<file path="config.mk">
export PLATFORM = sky130hd
export DESIGN_NAME = input_ctrl_flat
export DESIGN_NICKNAME = d
export VERILOG_FILES = /design/src/rtl/input_ctrl_if.sv /design/src/rtl/input_ctrl.sv /design/src/flat_wrapper.sv
export SDC_FILE = /design/constraint.sdc
export NUM_CORES = 1
export LEC_CHECK = 0
export ABC_AREA = 0
export CORE_MARGIN = 1.5
export CORE_UTILIZATION = 50
export CTS_CLUSTER_SIZE = 16
export DETAILED_ROUTE_END_ITERATION = 7
export PLACE_DENSITY = 0.88
export SYNTH_ARGS = -nofsm -noshare
export SYNTH_HDL_FRONTEND = slang
export SYNTH_SLANG_ARGS = --single-unit
export TNS_END_PERCENT = 50
</file>
<file path="constraint.sdc">
create_clock -name CLK -period 2.4 [get_ports CLK]
set_input_delay 0.6 -clock CLK [delete_from_list [all_inputs] [get_ports CLK]]
set_output_delay 0.6 -clock CLK [all_outputs]
set_load 0.1 [all_outputs]
</file>
<file path="src/rtl/input_ctrl_if.sv">
// ---------------------------------------------------------------------------
// input_ctrl_if : user-interface / controller bundle for input_ctrl
//
// Signals (names follow the datapath's board-level naming):
//   SW      [N]  raw asynchronous data switches
//   KEYb         raw asynchronous RUN pushbutton, 0 = pressed
//   EXTERN       controller grants the shared bus to this block
//   DONE         controller finished the current instruction
//   DIN     [N]  bus contribution (HELD when EXTERN, else zero)
//   RUN          one-cycle start request to the controller
//   BUSY         request outstanding, DONE not yet accepted
//   LED_IN  [N]  continuous mirror of the captured operand
//
// Modports:
//   master : environment side (switches, key, controller)
//   slave  : input_ctrl side
// ---------------------------------------------------------------------------
interface input_ctrl_if #(
  parameter int N = 10
);
  logic [N-1:0] SW;
  logic         KEYb;
  logic         EXTERN;
  logic         DONE;
  logic [N-1:0] DIN;
  logic         RUN;
  logic         BUSY;
  logic [N-1:0] LED_IN;

  modport master (
    output SW, KEYb, EXTERN, DONE,
    input  DIN, RUN, BUSY, LED_IN
  );

  modport slave (
    input  SW, KEYb, EXTERN, DONE,
    output DIN, RUN, BUSY, LED_IN
  );
endinterface

</file>
<file path="src/rtl/input_ctrl.sv">
// ---------------------------------------------------------------------------
// input_ctrl : input side of the processor datapath
//
// Synchronizes the data switches and the RUN key, debounces the key, and on
// a debounced press captures the switches into HELD and issues a one-cycle
// RUN to the controller. HELD is driven onto the shared bus while the
// controller asserts EXTERN. New requests are held off until DONE has been
// accepted and the key has been released.
//
// Ports:
//   CLK     system clock, all state on the rising edge
//   RESETb  asynchronous active-low reset
//   bus     input_ctrl_if.slave (SW, KEYb, EXTERN, DONE in;
//                                DIN, RUN, BUSY, LED_IN out)
//
// Parameters:
//   N                data/bus width
//   SYNC_STAGES      synchronizer depth on SW and KEYb (>= 2)
//   DEBOUNCE_CYCLES  consecutive differing cycles needed to accept a new
//                    key level
// ---------------------------------------------------------------------------
module input_ctrl #(
  parameter int N               = 10,
  parameter int SYNC_STAGES     = 2,
  parameter int DEBOUNCE_CYCLES = 500000
) (
  input  logic         CLK,
  input  logic         RESETb,
  input_ctrl_if.slave  bus
);

  localparam int CW = $clog2(DEBOUNCE_CYCLES + 1);

  generate
    if (SYNC_STAGES < 2) begin : g_bad_sync
      $error("input_ctrl: SYNC_STAGES must be at least 2");
    end
  endgenerate

  typedef enum logic [1:0] {
    S_IDLE,
    S_START,
    S_BUSY,
    S_WAIT_REL
  } state_t;

  // -------------------------------------------------------------------------
  // Synchronizers. Stage 0 samples the pad; the last stage is the only one
  // the rest of the block may look at.
  // -------------------------------------------------------------------------
  logic [SYNC_STAGES-1:0]        key_sync;
  logic [SYNC_STAGES-1:0][N-1:0] sw_sync;
  logic                          key_s;
  logic [N-1:0]                  sw_s;

  // NOTE: sequential state is written only with non-blocking assignments so
  // every flop samples the pre-edge value of its neighbours; a blocking
  // assignment here would collapse the synchronizer into a single stage.
  always_ff @(posedge CLK or negedge RESETb) begin
    if (!RESETb) begin
      key_sync <= '1;             // key chain resets to "released"
      sw_sync  <= '0;
    end else begin
      key_sync <= {key_sync[SYNC_STAGES-2:0], bus.KEYb};
      sw_sync  <= {sw_sync[SYNC_STAGES-2:0], bus.SW};
    end
  end

  assign key_s = key_sync[SYNC_STAGES-1];
  assign sw_s  = sw_sync[SYNC_STAGES-1];

  // -------------------------------------------------------------------------
  // Debounce. db_cnt counts consecutive edges on which the synchronized key
  // disagrees with the accepted level; the DEBOUNCE_CYCLES-th such edge
  // adopts the new level. press is a one-cycle pulse on an accepted
  // released-to-pressed change, so a held key can never retrigger.
  // -------------------------------------------------------------------------
  logic          key_db;
  logic [CW-1:0] db_cnt;
  logic          press;

  always_ff @(posedge CLK or negedge RESETb) begin
    if (!RESETb) begin
      key_db <= 1'b1;
      db_cnt <= '0;
      press  <= 1'b0;
    end else begin
      press <= 1'b0;
      if (key_s != key_db) begin
        if (db_cnt == CW'(DEBOUNCE_CYCLES - 1)) begin
          key_db <= key_s;
          db_cnt <= '0;
          press  <= ~key_s;
        end else begin
          db_cnt <= db_cnt + CW'(1);
        end
      end else begin
        db_cnt <= '0;
      end
    end
  end

  // -------------------------------------------------------------------------
  // Request FSM
  // -------------------------------------------------------------------------
  state_t       state;
  state_t       next_state;
  logic [N-1:0] held;
  logic         busy_q;

  always_ff @(posedge CLK or negedge RESETb) begin
    if (!RESETb) begin
      state <= S_IDLE;
    end else begin
      state <= next_state;
    end
  end

  // NOTE: next_state gets a default before the case so no path leaves it
  // unassigned; otherwise synthesis would infer a latch.
  always_comb begin
    next_state = state;
    unique case (state)
      S_IDLE:     if (press)   next_state = S_START;
      S_START:    next_state = bus.DONE ? S_WAIT_REL : S_BUSY;
      S_BUSY:     if (bus.DONE) next_state = S_WAIT_REL;
      S_WAIT_REL: if (key_db)  next_state = S_IDLE;
      default:    next_state = S_IDLE;
    endcase
  end

  // HELD loads only on the edge entering START (reachable only from IDLE),
  // so it stays stable for the whole instruction. BUSY is registered from
  // the same next-state decode so it covers the START cycle and drops on
  // the edge that leaves START/BUSY.
  always_ff @(posedge CLK or negedge RESETb) begin
    if (!RESETb) begin
      held   <= '0;
      busy_q <= 1'b0;
    end else begin
      if (next_state == S_START) begin
        held <= sw_s;
      end
      busy_q <= (next_state == S_START) || (next_state == S_BUSY);
    end
  end

  always_comb begin
    bus.RUN    = (state == S_START);
    bus.BUSY   = busy_q;
    bus.LED_IN = held;
    bus.DIN    = bus.EXTERN ? held : '0;  // external bus OR/mux combines this
  end

endmodule

</file>
<file path="src/flat_wrapper.sv">
// flat-port wrapper written by rule: the top's interface ports become plain ports
module input_ctrl_flat 
#(
  parameter int N               = 10,
  parameter int SYNC_STAGES     = 2,
  parameter int DEBOUNCE_CYCLES = 500000
)
  (CLK, RESETb, bus_SW, bus_KEYb, bus_EXTERN, bus_DONE, bus_DIN, bus_RUN, bus_BUSY, bus_LED_IN);
  input_ctrl_if #(.N(N)) bus_i ();
  input  logic CLK;
  input  logic RESETb;
  input wire logic [$bits(bus_i.SW)-1:0] bus_SW;
  input wire logic [$bits(bus_i.KEYb)-1:0] bus_KEYb;
  input wire logic [$bits(bus_i.EXTERN)-1:0] bus_EXTERN;
  input wire logic [$bits(bus_i.DONE)-1:0] bus_DONE;
  output wire logic [$bits(bus_i.DIN)-1:0] bus_DIN;
  output wire logic [$bits(bus_i.RUN)-1:0] bus_RUN;
  output wire logic [$bits(bus_i.BUSY)-1:0] bus_BUSY;
  output wire logic [$bits(bus_i.LED_IN)-1:0] bus_LED_IN;
  assign bus_i.SW = bus_SW;
  assign bus_i.KEYb = bus_KEYb;
  assign bus_i.EXTERN = bus_EXTERN;
  assign bus_i.DONE = bus_DONE;
  assign bus_DIN = bus_i.DIN;
  assign bus_RUN = bus_i.RUN;
  assign bus_BUSY = bus_i.BUSY;
  assign bus_LED_IN = bus_i.LED_IN;
  input_ctrl #(.N(N), .SYNC_STAGES(SYNC_STAGES), .DEBOUNCE_CYCLES(DEBOUNCE_CYCLES)) u_core (.CLK(CLK), .RESETb(RESETb), .bus(bus_i));
endmodule
</file>
# Word-level counts from Yosys, hierarchy flattened

Index checks and enable logic that the tools add are counted.

Bits in registers: 56
Word-level logic and storage cells: 31
Output and inout bits: 22
Input port bits: 15

$add $sub $neg: 1
Bitwise logic cells: 1
Reductions and logical operators: 3
Mux-type cells: 10
Equal/unequal tests: 7

Operators by type and width:

| kind                    | number |
|---|---|
| $mux W19                | 2 |
| $add A19 B1 Y19 const B | 1 |
| $eq A19 B19 Y1 const B  | 1 |
| $mux W10                | 1 |
| $pmux W2 S4             | 1 |
| $eq A2 B2 Y1 const B    | 3 |
| $mux W2                 | 3 |
| $eq A2 B1 Y1 const B    | 2 |
| $mux W1                 | 3 |
| $logic_not A2 Y1        | 1 |
| $reduce_and A2 Y1       | 1 |
| $logic_or A1 B1 Y1      | 1 |
| $ne A1 B1 Y1            | 1 |
| $not A1 Y1              | 1 |

# Depth between registers and ports, before layout

Gate-level depths: netlist (run 1).

Depth in word-level cells: 4
Gate-level depth with buffers: 6
Gate-level depth less buffers: 5

# Least setup slack after synthesis (run 1)

OpenSTA, ideal clock, no wires.

Kind: reg-to-reg
Start point: register u_core.state[1]
End point: register u_core.held[0] (netlist: u_core.bus.LED_IN[0])
Arrival time: 2.695 ns
Path slack: -0.420 ns
Cell stages (with the launch flop): 6
Buffers on the path: 1
Period minus slack after synthesis: 2.820 ns
Required time: 2.274 ns
Cell sequence: dfrtp_1 -> nor2b_1 -> a21oi_1 -> ha_1 -> clkbuf_1 -> mux2_2

Word-level cells in the longest chain between the ends: 3
Elaborated cells on any way between the ends: 9
Those cells by class: 4 x eq/ne; 4 x mux; 1 x reduce/logical

RTL lines:

| element                | RTL line           | RTL |
|---|---|---|
| start, declared        | input_ctrl.sv:106  | `state_t state;` |
| start signal, assigned | input_ctrl.sv:115  | `state <= next_state;` |
| $eq A2 B1 Y1           | --                 |  |
| net bus_RUN            | flat_wrapper.sv:17 | `output wire logic [$bits(bus_i.RUN)-1:0] bus_RUN;` |
| $pmux W2 S4            | input_ctrl.sv:123  | `unique case (state)` |
| $eq A2 B1 Y1           | input_ctrl.sv:141  | `if (next_state == S_START) begin` |
| end signal, assigned   | input_ctrl.sv:142  | `held <= sw_s;` |
| end, declared          | input_ctrl.sv:108  | `logic [N-1:0] held;` |

The timed path passes the listed nets, and every way through them passes these cells.
A chain may end at the register's enable or synchronous reset.

# Worst setup path after layout (run 1)

Start point: input bus_EXTERN
End point: output bus_DIN[9]

Word-level cells in the longest chain between the ends: 1

RTL lines:

| element         | RTL line           | RTL |
|---|---|---|
| start, declared | flat_wrapper.sv:14 | `input wire logic [$bits(bus_i.EXTERN)-1:0] bus_EXTERN;` |
| $mux W10        | input_ctrl.sv:152  | `bus.DIN = bus.EXTERN ? held : '0;` |
| end, declared   | flat_wrapper.sv:16 | `output wire logic [$bits(bus_i.DIN)-1:0] bus_DIN;` |

Every way passes these cells.

==> results.md, run 1 <==
- The flow ran to the end, and the final reports show no timing, DRC or antenna violations.
- For the final database, setup skew stands at 0.00545 ns.
- The standby leakage power is 1.25 nW.
- Counting both buffers and inverters, the worst setup path holds a total of 2.
- After synthesis, the most frequently instantiated cells are sky130_fd_sc_hd__dfrtp_1, sky130_fd_sc_hd__nor2_1, sky130_fd_sc_hd__xnor2_1, sky130_fd_sc_hd__mux2_2, sky130_fd_sc_hd__and2_1.
- The first routing iteration left 59 violations.
- The number of gates resized after CTS is 0.
- The kind of cell adding the most delay to the critical path is buffers and inverters.
- At the worst endpoint, the required time is 1.80 ns.
- After routing the design area is 2830 um2.
- The residual overflow from global routing is 0.
- The fraction of registers with async set or reset after synthesis is 1.00.
- Setup slack closes at 0.139 ns.
- The post-synth net total is 188.
- The ratio of total power to cell area is 546 nW/um2.
- The critical-path cell with the highest stage delay is sky130_fd_sc_hd__clkdlybuf4s50_1.
- The yosys synthesis warning count is 0.
- The all-layer global routing usage is 0.166.
- During placement, the flow inserted port buffers numbering 36.
- The via count of the first global-routing pass was 1353.
- The number of fill cells in the layout is 304.
- The share of the Yosys chip area taken by registers is 0.634.
- The count of flip-flops with a built-in enable after synthesis is 0.
- The first global-routing pass estimated 6330 um of wire.
- The largest single stage delay on the critical path is 0.63 ns.
- The die is 69.6 um wide.
- The placed cell area is 2730 um2.
- The maximum clock rate is 0.442 GHz.
- The HPWL after detailed placement is 2560 um.
- The overall routed net length is 3590 um.
- The arrival time reported for the critical path endpoint is 1.66 ns.
- The most frequent cell after synthesis is sky130_fd_sc_hd__dfrtp_1.
- The relative slew slack is 0.613.
- Post-CTS timing repair inserted 0 buffers for setup.
- The master cell of the clock root buffer is sky130_fd_sc_hd__clkbuf_8.
- The clock period could shrink to 2.26 ns.
- The path category of the worst min-delay check is input pin to async pin.
- In the global route stage, met3 resource usage came out at 0.0363.
- The number of top-level pins is 37.
- The placement-stage worst setup slack is 0.145 ns.
- The dominant synthesized flop cell is sky130_fd_sc_hd__dfrtp_1.
- The total die area is 4840 um2.
- The post-CTS clock slew at the launch and capture registers of the worst setup and hold paths is 0.10 ns.
- Of the cells placed in the final design, the portion with a size suffix greater than 1 is 0.260.
- Clock tree synthesis found a total of 56 sinks.
- The initial antenna violation count is 0.
- The overall via count from detail_route is 1366.
- The startpoint type of the worst setup path is an input pin.
- For met2 alone, demand over resource in global routing was 0.270.
- The total count of hold-check failures in the final report is 0.
- The type of element capturing the critical path is an output port.
- The clock reaches the later pin of the worst-skew pair after 0.31 ns.
- The distinct cell type count after synthesis is 32.
- The total area inside the core boundary comes to 4290 um2.
- TritonCTS created 5 clock buffers.
- The most used routing layer is met2.
- The number of pins with negative max-slew slack in the final report was 0.
- The die height is 69.6 um.
- The critical path is of the input pin to output port type.
- The number of flip-flops and latches in the synthesized netlist is 56.
- For this configuration, the core starts out at a cell density of 0.516.
- Entering global routing, the biggest net connects 32 pins.
- Synthesis produced 171 cells.
- The synthesized area per cell is 13.0 um2.
- In the routed design, unresolved DRC markers number 0.
- The max-capacitance violation count is 0.
- The initialized floorplan defines 24 standard-cell rows.
- Setup repair after global routing left no endpoint under its margin.
- The routability-driven placement congestion ratio is 0.741.
- Across the VDD grid, the largest voltage drop is 0.464 mV.
- The number of antenna diodes in the final layout is 0.
- The portion of synthesized cell area occupied by the leading cell type is 0.599.
- The number of nets in the final layout is 231.
- The actual slew at the worst max-slew pin is 0.581 ns.
- TritonCTS built the clock tree.
- The worst hold slack is 0.278 ns.
- In the routed layout, each cell is associated on average with a via count of 5.12.
- Walking the worst path, the cells encountered are clkdlybuf4s50_1 > and2_1 > buf_12.
- The final cell utilization of the core is 0.658.
- The deepest clock path buffer count is 2.
- The met1 demand-to-capacity share in global routing is 0.221.
- The routed wire length per instance is 13.5 um.
- The count of TritonRoute iterations in the first routing pass is 4.
- The share of the clock period used by the worst path after layout is 0.942.
- Setup violations remaining at the end of the flow were counted as 0.
- In this run the cell area of the synthesized design comes to 2220 um2.
- After routing, the total negative slack on setup checks comes to 0 ns.
- The layout-stage area growth over the synthesis result is 27.5%.
- Of all nets on the critical path, the largest fanout is 10.
- By area the synthesized netlist is led by sky130_fd_sc_hd__dfrtp_1, sky130_fd_sc_hd__xnor2_1, sky130_fd_sc_hd__mux2_2.
- The number of antenna-violating nets in the routed design is 0.
- The H-tree depth is 2.
- The largest total area in the synthesized netlist belongs to sky130_fd_sc_hd__dfrtp_1.
- The number of buffers inserted by hold repair at cts is 0.
-- cell type report --
| type | count | area (um2) | area share |
|---|---|---|---|
| Sequential cell | 56 | 1410 | 0.497 |
| Multi-Input combinational cell | 108 | 779 | 0.276 |
| Timing Repair Buffer | 38 | 465 | 0.165 |
| Clock buffer | 5 | 68.8 | 0.0244 |
| Tap cell | 52 | 65.1 | 0.0230 |
| Clock inverter | 3 | 22.5 | 0.00797 |
| Inverter | 5 | 18.8 | 0.00664 |
-- registers in the layout, indices dropped and copies added, names as in the netlist --
| name | cells |
|---|---|
| u_core.bus.BUSY | 1 |
| u_core.bus.LED_IN | 10 |
| u_core.key_db | 1 |
| u_core.press | 1 |
| u_core.db_cnt | 19 |
| u_core.sw_sync | 10 |
| u_core.state | 2 |
| u_core.key_sync | 2 |
| u_core.sw_s | 10 |
-- worst register-to-register path, delay by kind of cell, from the launching register on --
family | cells | cell delay, ns
adder cells (fa/ha/maj) | 1 | 0.24
flip-flops | 1 | 0.42
AND/OR/NAND/NOR | 3 | 0.79
AO/OA/AOI/OAI | 1 | 0.39
-- path summary, 6_finish.rpt --
check	from	end	slack, ns	cells after the start
max in group asynchronous	RESETb	u_core.key_sync[1]	1.50	2
worst min-delay path	RESETb	u_core.db_cnt[9]	0.28	1
min in group CLK	u_core.sw_sync[9]	u_core.sw_s[9]	0.36	0
worst min register to register	u_core.sw_sync[9]	u_core.sw_s[9]	0.36	0
worst max register to register	u_core.db_cnt[0]	u_core.db_cnt[10]	0.44	5
worst max-delay path	bus_EXTERN	bus_DIN[9]	0.14	3
-- metal layers --
layer  routed length, um  share of wire
met2                1840           0.51
met3                 120          0.033
met5                   0              0
met4                  38          0.011
met1                1600           0.44
-- report_power, final --
group / total, mW / leakage (nW) / switching, mW / internal, mW
Sequential: 0.978 / 0.723 / 0.0109 / 0.967
Clock: 0.507 / 0.0485 / 0.298 / 0.209
Combinational: 0.0584 / 0.479 / 0.0305 / 0.0279
-- through the flow --
| step | power (mW) | std cells |
|---|---|---|
| after CTS | 1.56 | 267 |
| final | 1.54 | 267 |
| after global placement | 1.05 | 259 |
| after detailed placement | 1.06 | 259 |
| after global routing | 1.61 | 267 |
| after floorplan | 1.01 | 171 |
-- cell usage in the layout (no fill, tap or decap), types with 2 or more instances in the layout --
cell / n
sky130_fd_sc_hd__dfrtp_1: 53
sky130_fd_sc_hd__nor2_1: 21
sky130_fd_sc_hd__xnor2_1: 15
sky130_fd_sc_hd__clkdlybuf4s50_1: 13
sky130_fd_sc_hd__buf_4: 12
sky130_fd_sc_hd__buf_12: 12
sky130_fd_sc_hd__mux2_2: 11
sky130_fd_sc_hd__and2_1: 10
sky130_fd_sc_hd__nand2_1: 6
sky130_fd_sc_hd__nor4_1: 6
sky130_fd_sc_hd__inv_1: 5
sky130_fd_sc_hd__nand3_1: 5
sky130_fd_sc_hd__clkbuf_8: 5
sky130_fd_sc_hd__nor3_1: 4
sky130_fd_sc_hd__a21oi_1: 3
sky130_fd_sc_hd__nand4_1: 3
sky130_fd_sc_hd__dfstp_2: 3
sky130_fd_sc_hd__o21ai_0: 2
sky130_fd_sc_hd__nand4_2: 2
sky130_fd_sc_hd__mux2i_1: 2
sky130_fd_sc_hd__xor2_1: 2
sky130_fd_sc_hd__and3_1: 2
sky130_fd_sc_hd__ha_1: 2
-- logic make-up (layout without fill, tap and decap cells) --
kind of cell,count (synthesis),in the layout,synth area share
adder cells (fa/ha/maj),2,2,0.0113
AND/OR/NAND/NOR,69,69,0.185
buffers and inverters,7,51,0.0152
flip-flops,56,56,0.634
multiplexers,13,13,0.0649
XOR/XNOR,17,17,0.0672
AO/OA/AOI/OAI,7,7,0.0220
(Power assumes the default switching activity.)
==> inputs of run 2 (changes only) <==
--- a/config.mk
+++ b/config.mk
@@ -11,6 +11,7 @@
 export CTS_CLUSTER_SIZE = 16
 export DETAILED_ROUTE_END_ITERATION = 7
 export PLACE_DENSITY = 0.88
+export SETUP_SLACK_MARGIN = 0.05
 export SYNTH_ARGS = -nofsm -noshare
 export SYNTH_HDL_FRONTEND = slang
 export SYNTH_SLANG_ARGS = --single-unit
==> results of run 2 <==
Final layout, timing and power as in run 1 (identical DEF).
==> inputs of run 3 (changes only) <==
--- a/config.mk
+++ b/config.mk
@@ -6,7 +6,7 @@
 export NUM_CORES = 1
 export LEC_CHECK = 0
 export ABC_AREA = 0
-export CORE_MARGIN = 1.5
+export CORE_MARGIN = 3
 export CORE_UTILIZATION = 50
 export CTS_CLUSTER_SIZE = 16
 export DETAILED_ROUTE_END_ITERATION = 7
==> results.md, run 3 (same netlist as run 1, synthesis figures left out) <==
- The max-capacitance violation count is 0 (unchanged).
- The total die area was 5270 um2 (+8.8%).
- The initial antenna violation count is 0 (unchanged).
- The die height came to 72.6 um (+4.3%).
- The tree is rooted in a sky130_fd_sc_hd__clkbuf_8.
- The multi-input combinational cell area is 779 um2 (unchanged).
- The post-CTS clock slew at the launch and capture registers of the worst setup and hold paths is 0.10 ns (about the same).
- The share of final-layout standard cells stronger than drive strength 1 is 0.256 (-0.00465).
- The total number of clock tree sinks is 56 (unchanged).
- The maximum cell stage delay along the critical path came to 0.62 ns (about the same).
- The total setup buffers inserted after CTS came to 0 (unchanged).
- The deepest clock path buffer count is 2 (unchanged).
- The residual overflow from global routing came to 0 (unchanged).
- The count of unresolved DRC violations after routing came to 0 (unchanged).
- The row count is 23 (-4.2%).
- The number of antenna-violating nets in the routed design was 0 (unchanged).
- The number of buffers inserted by hold repair at cts came to 0 (unchanged).
- The endpoint of the worst register-to-register path is u_core.db_cnt[5].
- The most frequent standard cell in the layout excluding fill and tap cells is sky130_fd_sc_hd__dfrtp_1.
- The antenna cell count is 0 (unchanged).
- The most used routing layer is met2.
- Setup repair after global routing left no endpoint under its margin.
- The clock latency at the later pin of the worst-skew pair is 0.31 ns (about the same).
- The maximum clock rate came to 0.444 GHz (+0.48%).
- The path category of the worst min-delay check is input pin to async pin.
- The number of gates resized after CTS is 0 (unchanged).
- The share of the clock period used by the worst path after layout is 0.938 (-0.00448).
- The required time of the critical path was 1.80 ns (about the same).
- The number of pins with negative max-slew slack in the final report is 0 (unchanged).
- The classification of the worst setup path is input pin to output port.
- The flow ran to the end, and the final reports show no timing, DRC or antenna violations.
- The register bank with the most flops is u_core.db_cnt.
- The most critical setup path has its startpoint at bus_EXTERN.
- On the critical path, the stage with the largest delay is an instance of sky130_fd_sc_hd__clkdlybuf4s50_1.
- The via count of the first global-routing pass was 1384 (+2.3%).
- The endpoint of the most critical setup path is bus_DIN[4].
- The total count of hold-check failures in the final report is 0 (unchanged).
- The average via count per standard cell came to 5.22 (+2.1%).
- The count of buffering cells on the critical path with inverters included came to 2 (unchanged).
- The register-to-register path setup slack is 0.43 ns (about the same).
- The number of cells on the critical path is 3 (unchanged).
- The arrival time reported for the critical path endpoint is 1.65 ns (about the same).
- The initial cell density of the core came to 0.535 (+0.0187).
- The CTS buffer count is 5 (unchanged).
- The placed wire-length estimate after detailed placement came to 2860 um (+12%).
- The flip-flop count of the largest register, all copies and words added is 19 (unchanged).
- The largest net degree at the start of global routing was 38 (+19%).
- The standby leakage power is 1.26 nW (+0.37%).
- The startpoint identified for the worst register-to-register timing path is u_core.db_cnt[0].
- The global-route wire length before repair came to 6870 um (+8.4%).
- The H-tree depth is 2 (unchanged).
- The number of nets in the final layout came to 231 (unchanged).
- The largest driver fanout on the critical path is 10 (unchanged).
- The met1 demand-to-capacity share in global routing is 0.214 (-0.00693).
- The total chip power is 1.65 mW (+7.0%).
- The number of DRC violations after detailed-routing iteration 0 was 118 (+100%).
- The routability-driven placement congestion ratio was 0.767 (+3.6%).
- The met2 routing resource usage after global routing came to 0.287 (+0.0163).
- The path depth of the worst reg2reg path is 5 (unchanged).
- The chip width is 72.6 um (+4.3%).
- The overall routed net length was 4040 um (+12%).
- The number of top-level pins was 37 (unchanged).
- The core region area was 4140 um2 (-3.5%).
- The relative slew slack is 0.693 (+0.0800).
- The clock period minus final worst setup slack came to 2.25 ns (-0.0108 ns).
- STA classifies the critical path startpoint as an input pin.
- The routed wire length per instance is 15.2 um (+13%).
- The actual slew at the worst max-slew pin came to 0.461 ns (-0.120 ns).
- The overall via count from detail_route is 1384 (+1.3%).
- The all-layer global routing usage came to 0.174 (+0.00748).
- The met3 layer usage reported by global route is 0.0510 (+0.0146).
- The highest ir drop seen on vdd came to 0.508 mV (+9.4%).
- The number of setup violations in the final report is 0 (unchanged).
- The number of buffers added on ports is 36 (unchanged).
- The setup skew after layout is 0.00926 ns (+0.00381 ns).
- The kind of cell adding the most delay to the critical path is buffers and inverters.
- The signal on the critical path passes through clkdlybuf4s50_1 > and2_1 > buf_12.
- Leaving out fill and tap cells, the most frequent cells in the layout are sky130_fd_sc_hd__dfrtp_1, sky130_fd_sc_hd__nor2_1, sky130_fd_sc_hd__xnor2_1, sky130_fd_sc_hd__clkdlybuf4s50_1, sky130_fd_sc_hd__buf_4.
- The count of TritonRoute iterations in the first routing pass is 4 (unchanged).
- The ratio of total power to cell area is 584 nW/um2 (+6.9%).
- Relative to the synthesized area, the layout overhead comes to 27.7%.
- The storage element area is 1410 um2 (unchanged).
- TritonCTS built the clock tree.
- The number of fill cells in the layout was 303 (-0.33%).
- The worst setup path is captured at an output port.
- The final sum of negative setup slack is 0 ns (unchanged).
run 3: cell types whose count changed in the layout (fill, tap and decap cells not counted), sizes merged:
cell / before / now
clkbuf: 5 / 6
bufinv: 0 / 1
clkinv: 2 / 0
run 3: layout make-up:
cell class                 instances  area share
clock buffer                       6      0.0256
multi-input combinational        108       0.275
inverter                           5     0.00663
sequential                        56       0.496
timing repair buffer              38       0.160
clock inverter                     2      0.0137
tap                               50      0.0221
run 3: worst min path at each step:
stage	startpoint	end	slack [ns]	cells past startpoint
2_1_floorplan	RESETb	u_core.bus.BUSY	0.30	0
3_3_place_gp	u_core.sw_sync[8]	u_core.sw_s[8]	0.33	0
3_5_place_dp	u_core.sw_sync[5]	u_core.sw_s[5]	0.33	0
4_1_cts	RESETb	u_core.db_cnt[0]	0.23	1
5_1_grt	RESETb	u_core.sw_sync[9]	0.25	1
6_report	RESETb	u_core.db_cnt[0]	0.22	1
run 3: stage by stage:
step / std cells / hold WS (ns) / setup WS (ns) / util / instance area, um2
floorplan: 171 / 0.304 / 0.0259 / - / 2220
global placement: 257 / 0.331 / 0.191 / 0.656 / 2720
detailed placement: 257 / 0.335 / 0.137 / 0.656 / 2720
CTS: 265 / 0.227 / 0.137 / 0.683 / 2830
global route: 265 / 0.247 / 0.0970 / 0.683 / 2830
finish: 265 / 0.222 / 0.150 / 0.683 / 2830
run 3: routing by layer:
layer  vias up  share of wire
li1        664              -
met1       684           0.43
met2        30           0.51
met3         6          0.041
met4         0          0.020
met5         -              0
run 3: report_power, final:
part | internal (mW) | leakage, nW | total [mW] | switching [mW]
registers | 0.967 | 0.723 | 0.978 | 0.0110
clock network | 0.315 | 0.0558 | 0.614 | 0.299
logic | 0.0283 | 0.476 | 0.0602 | 0.0320
